### config.mk
export PLATFORM = sky130hd
export DESIGN_NAME = sent_tx_fifo_flat
export DESIGN_NICKNAME = d
export VERILOG_FILES = /design/src/rtl/sent_tx_fifo_if.sv /design/src/rtl/sent_tx_fifo.sv /design/src/flat_wrapper.sv
export SDC_FILE = /design/constraint.sdc
export NUM_CORES = 1
export LEC_CHECK = 0
export CAP_MARGIN = 30
export CELL_PAD_IN_SITES_DETAIL_PLACEMENT = 1
export CELL_PAD_IN_SITES_GLOBAL_PLACEMENT = 1
export CORE_ASPECT_RATIO = 0.75
export CORE_UTILIZATION = 49
export CTS_BUF_LIST = sky130_fd_sc_hd__clkbuf_16
export DETAILED_ROUTE_END_ITERATION = 7
export GPL_TIMING_DRIVEN = 0
export HOLD_SLACK_MARGIN = 0.15
export PLACE_DENSITY = 0.87
export SLEW_MARGIN = 20
export SYNTH_ARGS = -nofsm -noshare
export SYNTH_HDL_FRONTEND = slang
export SYNTH_SLANG_ARGS = --single-unit
### constraint.sdc
create_clock -name PCLK -period 3.2 [get_ports PCLK]
set_input_delay 0.64 -clock PCLK [delete_from_list [all_inputs] [get_ports PCLK]]
set_output_delay 0.64 -clock PCLK [all_outputs]
set_load 0.1 [all_outputs]
### src/rtl/sent_tx_fifo_if.sv
// Handshake and status bundle between the APB register slave / frame engine
// and the SENT transmit FIFO.
interface sent_tx_fifo_if #(
    parameter int DATAWIDTH  = 12,
    parameter int ADDR_WIDTH = 3
);
    logic                  write_enable_tx;
    logic [DATAWIDTH-1:0]  data_in;
    logic                  read_enable;
    logic                  flush;
    logic                  err_clear;
    logic [DATAWIDTH-1:0]  data_out;
    logic                  fifo_empty;
    logic                  fifo_full;
    logic                  almost_full;
    logic [ADDR_WIDTH:0]   fifo_count;
    logic                  overflow;
    logic                  underflow;

    modport master (
        output write_enable_tx, data_in, read_enable, flush, err_clear,
        input  data_out, fifo_empty, fifo_full, almost_full, fifo_count,
               overflow, underflow
    );

    modport slave (
        input  write_enable_tx, data_in, read_enable, flush, err_clear,
        output data_out, fifo_empty, fifo_full, almost_full, fifo_count,
               overflow, underflow
    );
endinterface

### src/rtl/sent_tx_fifo.sv
// SENT transmit data FIFO: first-word-fall-through register array with
// registered status flags and sticky overflow/underflow error bits.
module sent_tx_fifo #(
    parameter int DATAWIDTH         = 12,
    parameter int DEPTH             = 8,
    parameter int ADDR_WIDTH        = 3,
    parameter int ALMOST_FULL_LEVEL = 6
) (
    input  logic            PCLK,
    input  logic            PRESETn,
    sent_tx_fifo_if.slave   bus
);
    localparam logic [ADDR_WIDTH:0] L_FULL = (ADDR_WIDTH+1)'(DEPTH);
    localparam logic [ADDR_WIDTH:0] L_AF   = (ADDR_WIDTH+1)'(ALMOST_FULL_LEVEL);

    logic [DATAWIDTH-1:0]  r_mem [DEPTH];
    logic [ADDR_WIDTH-1:0] r_wr_ptr;
    logic [ADDR_WIDTH-1:0] r_rd_ptr;
    logic [ADDR_WIDTH:0]   r_count;
    logic                  r_empty;
    logic                  r_full;
    logic                  r_almost_full;
    logic                  r_overflow;
    logic                  r_underflow;

    logic                  w_pop_ok;
    logic                  w_push_ok;
    logic                  w_ovf_evt;
    logic                  w_unf_evt;
    logic [ADDR_WIDTH:0]   w_count_next;

    // A push into a full FIFO is legal only when a real pop frees a slot
    // on the same edge; flush overrides both directions.
    always_comb begin
        w_pop_ok     = bus.read_enable & ~r_empty & ~bus.flush;
        w_push_ok    = bus.write_enable_tx & ~bus.flush & (~r_full | w_pop_ok);
        w_ovf_evt    = bus.write_enable_tx & ~bus.flush & r_full & ~w_pop_ok;
        w_unf_evt    = bus.read_enable & ~bus.flush & r_empty;
        w_count_next = r_count;
        if (bus.flush) begin
            w_count_next = '0;
        end else if (w_push_ok && !w_pop_ok) begin
            w_count_next = r_count + 1'b1;
        end else if (w_pop_ok && !w_push_ok) begin
            w_count_next = r_count - 1'b1;
        end
    end

    always_ff @(posedge PCLK) begin
        if (w_push_ok) begin
            r_mem[r_wr_ptr] <= bus.data_in;
        end
    end

    always_ff @(posedge PCLK or negedge PRESETn) begin
        if (!PRESETn) begin
            r_wr_ptr      <= '0;
            r_rd_ptr      <= '0;
            r_count       <= '0;
            r_empty       <= 1'b1;
            r_full        <= 1'b0;
            r_almost_full <= 1'b0;
            r_overflow    <= 1'b0;
            r_underflow   <= 1'b0;
        end else begin
            if (bus.flush) begin
                r_wr_ptr <= '0;
                r_rd_ptr <= '0;
            end else begin
                if (w_push_ok) r_wr_ptr <= r_wr_ptr + 1'b1;
                if (w_pop_ok)  r_rd_ptr <= r_rd_ptr + 1'b1;
            end
            r_count       <= w_count_next;
            r_empty       <= (w_count_next == '0);
            r_full        <= (w_count_next == L_FULL);
            r_almost_full <= (w_count_next >= L_AF);
            // A fresh error on the clearing edge takes precedence.
            r_overflow    <= w_ovf_evt | (r_overflow  & ~bus.err_clear);
            r_underflow   <= w_unf_evt | (r_underflow & ~bus.err_clear);
        end
    end

    assign bus.data_out    = r_empty ? '0 : r_mem[r_rd_ptr];
    assign bus.fifo_empty  = r_empty;
    assign bus.fifo_full   = r_full;
    assign bus.almost_full = r_almost_full;
    assign bus.fifo_count  = r_count;
    assign bus.overflow    = r_overflow;
    assign bus.underflow   = r_underflow;
endmodule

### src/flat_wrapper.sv
// flat-port wrapper written by rule: the top's interface ports become plain ports
module sent_tx_fifo_flat 
#(
    parameter int DATAWIDTH         = 12,
    parameter int DEPTH             = 8,
    parameter int ADDR_WIDTH        = 3,
    parameter int ALMOST_FULL_LEVEL = 6
)
  (PCLK, PRESETn, bus_write_enable_tx, bus_data_in, bus_read_enable, bus_flush, bus_err_clear, bus_data_out, bus_fifo_empty, bus_fifo_full, bus_almost_full, bus_fifo_count, bus_overflow, bus_underflow);
  sent_tx_fifo_if #(.DATAWIDTH(DATAWIDTH), .ADDR_WIDTH(ADDR_WIDTH)) bus_i ();
  input  logic PCLK;
  input  logic PRESETn;
  input wire logic [$bits(bus_i.write_enable_tx)-1:0] bus_write_enable_tx;
  input wire logic [$bits(bus_i.data_in)-1:0] bus_data_in;
  input wire logic [$bits(bus_i.read_enable)-1:0] bus_read_enable;
  input wire logic [$bits(bus_i.flush)-1:0] bus_flush;
  input wire logic [$bits(bus_i.err_clear)-1:0] bus_err_clear;
  output wire logic [$bits(bus_i.data_out)-1:0] bus_data_out;
  output wire logic [$bits(bus_i.fifo_empty)-1:0] bus_fifo_empty;
  output wire logic [$bits(bus_i.fifo_full)-1:0] bus_fifo_full;
  output wire logic [$bits(bus_i.almost_full)-1:0] bus_almost_full;
  output wire logic [$bits(bus_i.fifo_count)-1:0] bus_fifo_count;
  output wire logic [$bits(bus_i.overflow)-1:0] bus_overflow;
  output wire logic [$bits(bus_i.underflow)-1:0] bus_underflow;
  assign bus_i.write_enable_tx = bus_write_enable_tx;
  assign bus_i.data_in = bus_data_in;
  assign bus_i.read_enable = bus_read_enable;
  assign bus_i.flush = bus_flush;
  assign bus_i.err_clear = bus_err_clear;
  assign bus_data_out = bus_i.data_out;
  assign bus_fifo_empty = bus_i.fifo_empty;
  assign bus_fifo_full = bus_i.fifo_full;
  assign bus_almost_full = bus_i.almost_full;
  assign bus_fifo_count = bus_i.fifo_count;
  assign bus_overflow = bus_i.overflow;
  assign bus_underflow = bus_i.underflow;
  sent_tx_fifo #(.DATAWIDTH(DATAWIDTH), .DEPTH(DEPTH), .ADDR_WIDTH(ADDR_WIDTH), .ALMOST_FULL_LEVEL(ALMOST_FULL_LEVEL)) u_core (.PCLK(PCLK), .PRESETn(PRESETn), .bus(bus_i));
endmodule
==> results.txt, run 1 <==
placed cell count: 401
vias: 2,509
HPWL Detailed: 6.90 mm
ys flop type: edfxtp_1
TritonCTS Buffers: 9
final wirelength: 10.3 mm
worst endpoint data arrival time: 2.43 ns
largest net degree at the start of global routing: 20
Least-Margin Pin Slew: 0.993 ns
Synth Area in Compound Gates: 2.74%
crit start category: flop
Worst-path clk slew: 0.07 ns
Fin. Hold Viols: 0
vias in the first global route: 2,708
area grow syn2layout: 20.3%
min cycle time layout: 3.07 ns
largest stage delay on the critical path: 0.54 ns
flops & latches, synth: 111
Setup WS pre-CTS: -0.422 ns
Pwr per Cell Area: 674 nW/µm²
Die H: 85.2 µm
number of synthesized flops with an enable pin: 96
worst skew pair latency: 0.35 ns
Initial Util: 51.9%
Slew Viols, Final: 0
Max Fclk: 325 MHz
switching share of total power: 30.7%
main area contributors after synthesis: edfxtp_1 (64%), mux4_2 (12%), dfrtp_1 (7.7%), mux2i_1 (2.9%), nor2_1 (2.0%)
Finished Cell Area: 5440 µm²
Port Buffers: 38
slew margin rel.: 33.6%
TritonCTS clock tree: done
clock skew: 0.00818 ns
internal power: 0.00254 W
Yosys warning total: 0
worst-path maximum fanout: 10
main combinational cell family by area after synthesis: multiplexers
CTS Hold Bufs: 0
WHS: 0.552 ns
initial antenna violation count: 0
total gr overflow: 0
CP max stage cell: mux4_2
DIE WIDTH: 113 µm
CP dominant cell by count: buf_4
DR DRC count: 0
R2R setup slack: 0.76 ns
Layout fillers: 754
DRT iter0 DRCs: 225
GRT Resource Usage Total: 24.0%
mux share of post-synthesis cell area: 14.8%
Net Switching: 0.00113 W
synthesized area: 4520 µm²
fin cells: 417
# IOs: 39
Combinational Power Share: 21.3%
post-synthesis cell count: 248
RSZ-0062 raised after global routing: no
post-synth top area share: 63.8%
FF+latch area: 3260 µm²
number of diodes: 0
clk sink count: 111
per-cell routed wire length: 24.7 µm
Final ANT Viol Nets: 0
final setup violation count: 0
setup ws final: 0.126 ns
vias per cell: 6.02
router iterations before antenna repair: 6
most frequent cells in the layout: edfxtp_1 (96), clkdlybuf4s50_1 (26), mux4_2 (24), nor2_1 (21), dfrtp_1 (14)
Seq pwr share: 45.4%
die area: 9620 µm²
area of the multi-input gates: 1220 µm²
final RePlAce weighted congestion: 0.745
Leak Pwr: 1.83 nW
Post-Synth Simple-Gate Area: 6.53%
Synth Area in XOR/XNOR: 0.968%
crit end category: output pin
average cell area after synthesis: 18.2 µm²
first-pass GRT wire length: 16.2 mm
largest area contributor in the netlist: edfxtp_1
worst min-delay path class: flop to flop
clock share of power: 33.3%
clk buf depth: 2
Max H-tree Level: 3
# rows: 29
CTS Root Cell: clkbuf_16
Peak supply drop: 0.364 mV
part of the Yosys area used for sequential elements: 72.1%
Period Utilization, post-route: 96.1%
ys async rst share: 13.5%
Worst Setup Path Type: flop to output pin
ratio of cells with drive above 1 in the final layout: 25.9%
number of library cell types mapped by synthesis: 40
Max Cap Viol: 0
Post-Synth Adder-Cell Area: 1.11%
Placeable Area: 8710 µm²
status: finished clean
fin nets: 326
crit-path cells: buf_4 -> buf_4 -> mux4_2 -> mux2i_1 -> nor2_1 -> clkdlybuf4s15_2
Placed Instance Area: 5120 µm²
commonest non-fill, non-tap cell in the layout: edfxtp_1
Critical Path RT: 2.56 ns
Post-Synthesis Net Count: 270
[worst paths after layout]
| check | from | endpoint | cells after the start |
|---|---|---|---|
| max in group asynchronous | PRESETn | u_core.bus.fifo_count[1]$_DFF_PN0_ | 1 |
| hold reg to reg | u_core.bus.overflow$_DFF_PN0_ | u_core.bus.overflow$_DFF_PN0_ | 2 |
| min in group asynchronous | PRESETn | u_core.bus.almost_full$_DFF_PN0_ | 1 |
| setup reg to reg | u_core.bus.fifo_empty$_DFF_PN1_ | u_core.r_mem[1][7]$_DFFE_PP_ | 6 |
| hold / removal | u_core.bus.overflow$_DFF_PN0_ | u_core.bus.overflow$_DFF_PN0_ | 2 |
| setup / recovery | u_core.r_rd_ptr[0]$_DFFE_PN0P_ | bus_data_out[11] | 6 |
[routing by layer]
layer,GRT usage (%),share of wire [%],vias to the layer above
met5,0,0,-
met4,4.55,0.66,0
met3,6.64,4.8,10
met2,40.8,51,72
met1,31.7,43,1336
li1,-,-,1091
[flip-flops by register name (all words and copies together), names as in the netlist]
signal / flops
u_core.bus.almost_full: 1
u_core.r_mem: 96
u_core.bus.overflow: 1
u_core.bus.fifo_count: 4
u_core.r_wr_ptr: 3
u_core.bus.fifo_full: 1
u_core.r_rd_ptr: 3
u_core.bus.fifo_empty: 1
u_core.bus.underflow: 1
[critical path, delay by kind of cell (launching register included)]
| family | cells | cell delay, ns |
|---|---|---|
| and+or+nand+nor | 1 | 0.07 |
| DFF | 1 | 0.36 |
| muxes | 2 | 0.68 |
| buffers and inverters | 3 | 0.96 |
[power by group through the flow]
stage / clock network [W] / logic (W) / registers, W
floorplan: 0 / 0.000473 / 0.00179
global placement: 0 / 0.000770 / 0.00169
detailed placement: 0 / 0.000802 / 0.00170
CTS: 0.00124 / 0.000802 / 0.00167
global route: 0.00129 / 0.000821 / 0.00167
finish: 0.00122 / 0.000782 / 0.00167
[Yosys cell counts, types with 2 or more instances]
cell type and instances:
clkbuf_1 3, buf_1 3, o22ai_1 2, buf_4 2
inv_1 7, buf_2 2, nor2b_1 3, xnor2_1 4
ha_1 4, nand2b_1 5, nor2_1 24, nor3_1 4
dfrtp_1 14, nand2_1 10, mux4_2 24, edfxtp_1 96
nand3_1 3, mux2i_1 13, a21oi_1 4
[repair_timing]
action                                  CTS  global route
endpoints found under the hold margin     0             0
endpoints found under the setup margin   12             7
gates resized for setup                  42            14
pin swaps                                 0             0
buffers inserted                          0             0
[per-stage QoR]
step | total power [W] | util (%) | setup TNS (ns)
floorplan | 0.00227 | - | 0
global placement | 0.00246 | 57.8 | -48.73
detailed placement | 0.00250 | 58.8 | -4.31
CTS | 0.00370 | 63.0 | 0
global route | 0.00378 | 62.5 | 0
finish | 0.00367 | 62.5 | 0
[area by class of cell]
type                       count  share of cell area (%)
sequential                   111                    59.9
multi-input combinational    119                    22.4
timing repair buffer          45                    7.43
clock buffer                   9                    4.14
tap                          108                    2.48
clock inverter                 7                    1.93
buffer                        11                    1.24
inverter                       7                   0.483
[cells by family (layout without fill, tap and decap cells)]
group | after synthesis | after routing
AO/OA/AOI/OAI | 16 | 16
buffers and inverters | 18 | 79
flip-flops | 111 | 111
XOR/XNOR | 5 | 5
multiplexers | 37 | 37
adder cells (fa/ha/maj) | 4 | 4
AND/OR/NAND/NOR | 57 | 57
Power figures use the tool's default switching activity.
==> run 2, diff against run 1 <==
--- a/config.mk
+++ b/config.mk
@@ -13,8 +13,8 @@
 export CTS_BUF_LIST = sky130_fd_sc_hd__clkbuf_16
 export DETAILED_ROUTE_END_ITERATION = 7
 export GPL_TIMING_DRIVEN = 0
-export HOLD_SLACK_MARGIN = 0.15
-export PLACE_DENSITY = 0.87
+export HOLD_SLACK_MARGIN = 0.06
+export PLACE_DENSITY = 0.81
 export SLEW_MARGIN = 20
 export SYNTH_ARGS = -nofsm -noshare
 export SYNTH_HDL_FRONTEND = slang
==> results.txt, run 2 (synthesis results as in run 1) <==
Pwr per Cell Area: 654 nW/µm² (was 674 nW/µm²)
final setup violation count: 0 (unchanged)
per-cell routed wire length: 24.1 µm (was 24.7 µm)
DRT iter0 DRCs: 160 (was 225)
router iterations before antenna repair: 4 (was 6)
fin nets: 325 (was 326)
vias in the first global route: 2,672 (was 2,708)
largest net degree at the start of global routing: 18 (was 20)
die area: 9620 µm² (unchanged)
clk buf depth: 2 (unchanged)
GRT Resource Usage Total: 23.3% (was 24.0%)
Util after Layout: 62.2% (was 62.5%)
final wirelength: 10.0 mm (was 10.3 mm)
Final ANT Viol Nets: 0 (unchanged)
ratio of cells with drive above 1 in the final layout: 24.7% (was 25.9%)
min cycle time layout: 3.06 ns (was 3.07 ns)
Slew Viols, Final: 0 (unchanged)
Port Buffers: 38 (unchanged)
routed wire length on met2: 5.10 mm (was 5.30 mm)
Period Utilization, post-route: 95.8% (was 96.1%)
TritonCTS clock tree: done (unchanged)
number of flip-flops in the largest register: 96 (unchanged)
DR DRC count: 0 (unchanged)
# rows: 29 (unchanged)
Fin. Hold Viols: 0 (unchanged)
worst-path maximum fanout: 10 (unchanged)
Worst Setup Path Type: flop to output pin (unchanged)
DIE WIDTH: 113 µm (unchanged)
first-pass GRT wire length: 15.8 mm (was 16.2 mm)
clock skew: 0.0101 ns (was 0.00818 ns)
Critical Path RT: 2.56 ns (about the same)
met3 wire len: 343 µm (was 498 µm)
HPWL Detailed: 6.93 mm (was 6.90 mm)
Peak supply drop: 0.500 mV (was 0.364 mV)
Leak Pwr: 1.80 nW (was 1.83 nW)
TritonCTS Buffers: 9 (unchanged)
clk sink count: 111 (unchanged)
worst skew pair latency: 0.35 ns (about the same)
area grow syn2layout: 19.8% (was 20.3%)
vias: 2,456 (was 2,509)
initial antenna violation count: 0 (unchanged)
worst endpoint data arrival time: 2.42 ns (was 2.43 ns)
Worst-path clk slew: 0.07 ns (about the same)
Least-Margin Pin Slew: 0.984 ns (was 0.993 ns)
crit start category: flop (unchanged)
Tot Pwr: 0.00354 W (was 0.00367 W)
# IOs: 39 (unchanged)
RSZ-0062 raised after global routing: no (unchanged)
Placeable Area: 8710 µm² (unchanged)
worst min-delay path class: flop to flop (unchanged)
DR top layer: met4 (unchanged)
slew margin rel.: 34.2% (was 33.6%)
Initial Util: 51.9% (unchanged)
Max H-tree Level: 3 (unchanged)
total gr overflow: 0 (unchanged)
final RePlAce weighted congestion: 0.750 (was 0.745)
crit end category: output pin (unchanged)
CTS Hold Bufs: 0 (unchanged)
vias per cell: 5.90 (was 6.02)
commonest non-fill, non-tap cell in the layout: edfxtp_1 (unchanged)
Max Cap Viol: 0 (unchanged)
Most flops, register: u_core.r_mem (unchanged)
CTS Root Cell: clkbuf_16 (unchanged)
status: finished clean (unchanged)
number of diodes: 0 (unchanged)
M1 WL: 4.42 mm (was 4.44 mm)
Die H: 85.2 µm (unchanged)
Max Fclk: 326 MHz (was 325 MHz)
most frequent cells in the layout: edfxtp_1 (96), clkdlybuf4s50_1 (26), mux4_2 (24), nor2_1 (21), dfrtp_1 (14) (unchanged)
==> run 2: stage by stage <==
step                      setup TNS [ns]  hold slack, ns  setup WS (ns)  instance area, µm²  cells
after CTS                              0           0.544         0.0718                5430    416
after global placement            -45.88           0.516         -0.971                5040    394
after detailed placement           -3.60           0.533         -0.372                5120    400
after global routing                   0           0.588       0.000513                5420    416
final                                  0           0.541          0.135                5420    416
after floorplan                        0           0.344          0.138                4520    248
==> run 2: worst max-delay path: stages, from the launching register on <==
cell and delay, ns:
dfrtp_1 0.35, buf_4 0.19, buf_4 0.27, mux4_2 0.54, mux2i_1 0.14, nor2_1 0.07
clkdlybuf4s15_2 0.50
==> run 2: repair_timing <==
action                     4_1_cts  5_1_grt
setup buffers                    0        0
setup endpoints to repair       12        2
resized for setup               44        4
==> run 2: cell type report <==
type | instances | area [µm²]
inverter | 7 | 26.3
buffer | 11 | 67.6
clock buffer | 9 | 225
sequential | 111 | 3260
fill | 774 | 3290
clock inverter | 7 | 63.8
timing repair buffer | 44 | 423
tap | 108 | 135
multi-input combinational | 119 | 1220
==> run 2: power breakdown <==
| part | switching [W] | total [W] | internal [W] | leakage, nW |
|---|---|---|---|---|
| combinational | 0.000556 | 0.000785 | 0.000228 | 0.591 |
| sequential | 0.0000434 | 0.00166 | 0.00162 | 1.07 |
| clock | 0.000491 | 0.00109 | 0.000602 | 0.146 |
==> run 2: layer usage <==
metal	track usage (%)	up-vias
met4	8.37	0
met5	0	-
met1	30.8	1290
met3	4.07	14
met2	39.4	69
li1	-	1083
==> run 2: path summary, 6_finish.rpt <==
kind	start	to	slack [ns]	cells past startpoint
setup reg to reg	u_core.bus.fifo_empty$_DFF_PN1_	u_core.r_mem[1][8]$_DFFE_PP_	0.87	6
setup / recovery	u_core.r_rd_ptr[0]$_DFFE_PN0P_	bus_data_out[4]	0.14	6
hold / removal	u_core.bus.overflow$_DFF_PN0_	u_core.bus.overflow$_DFF_PN0_	0.54	2
hold reg to reg	u_core.bus.overflow$_DFF_PN0_	u_core.bus.overflow$_DFF_PN0_	0.54	2
max in group asynchronous	PRESETn	u_core.r_rd_ptr[2]$_DFFE_PN0P_	1.95	1
min in group asynchronous	PRESETn	u_core.r_wr_ptr[2]$_DFFE_PN0P_	0.75	1
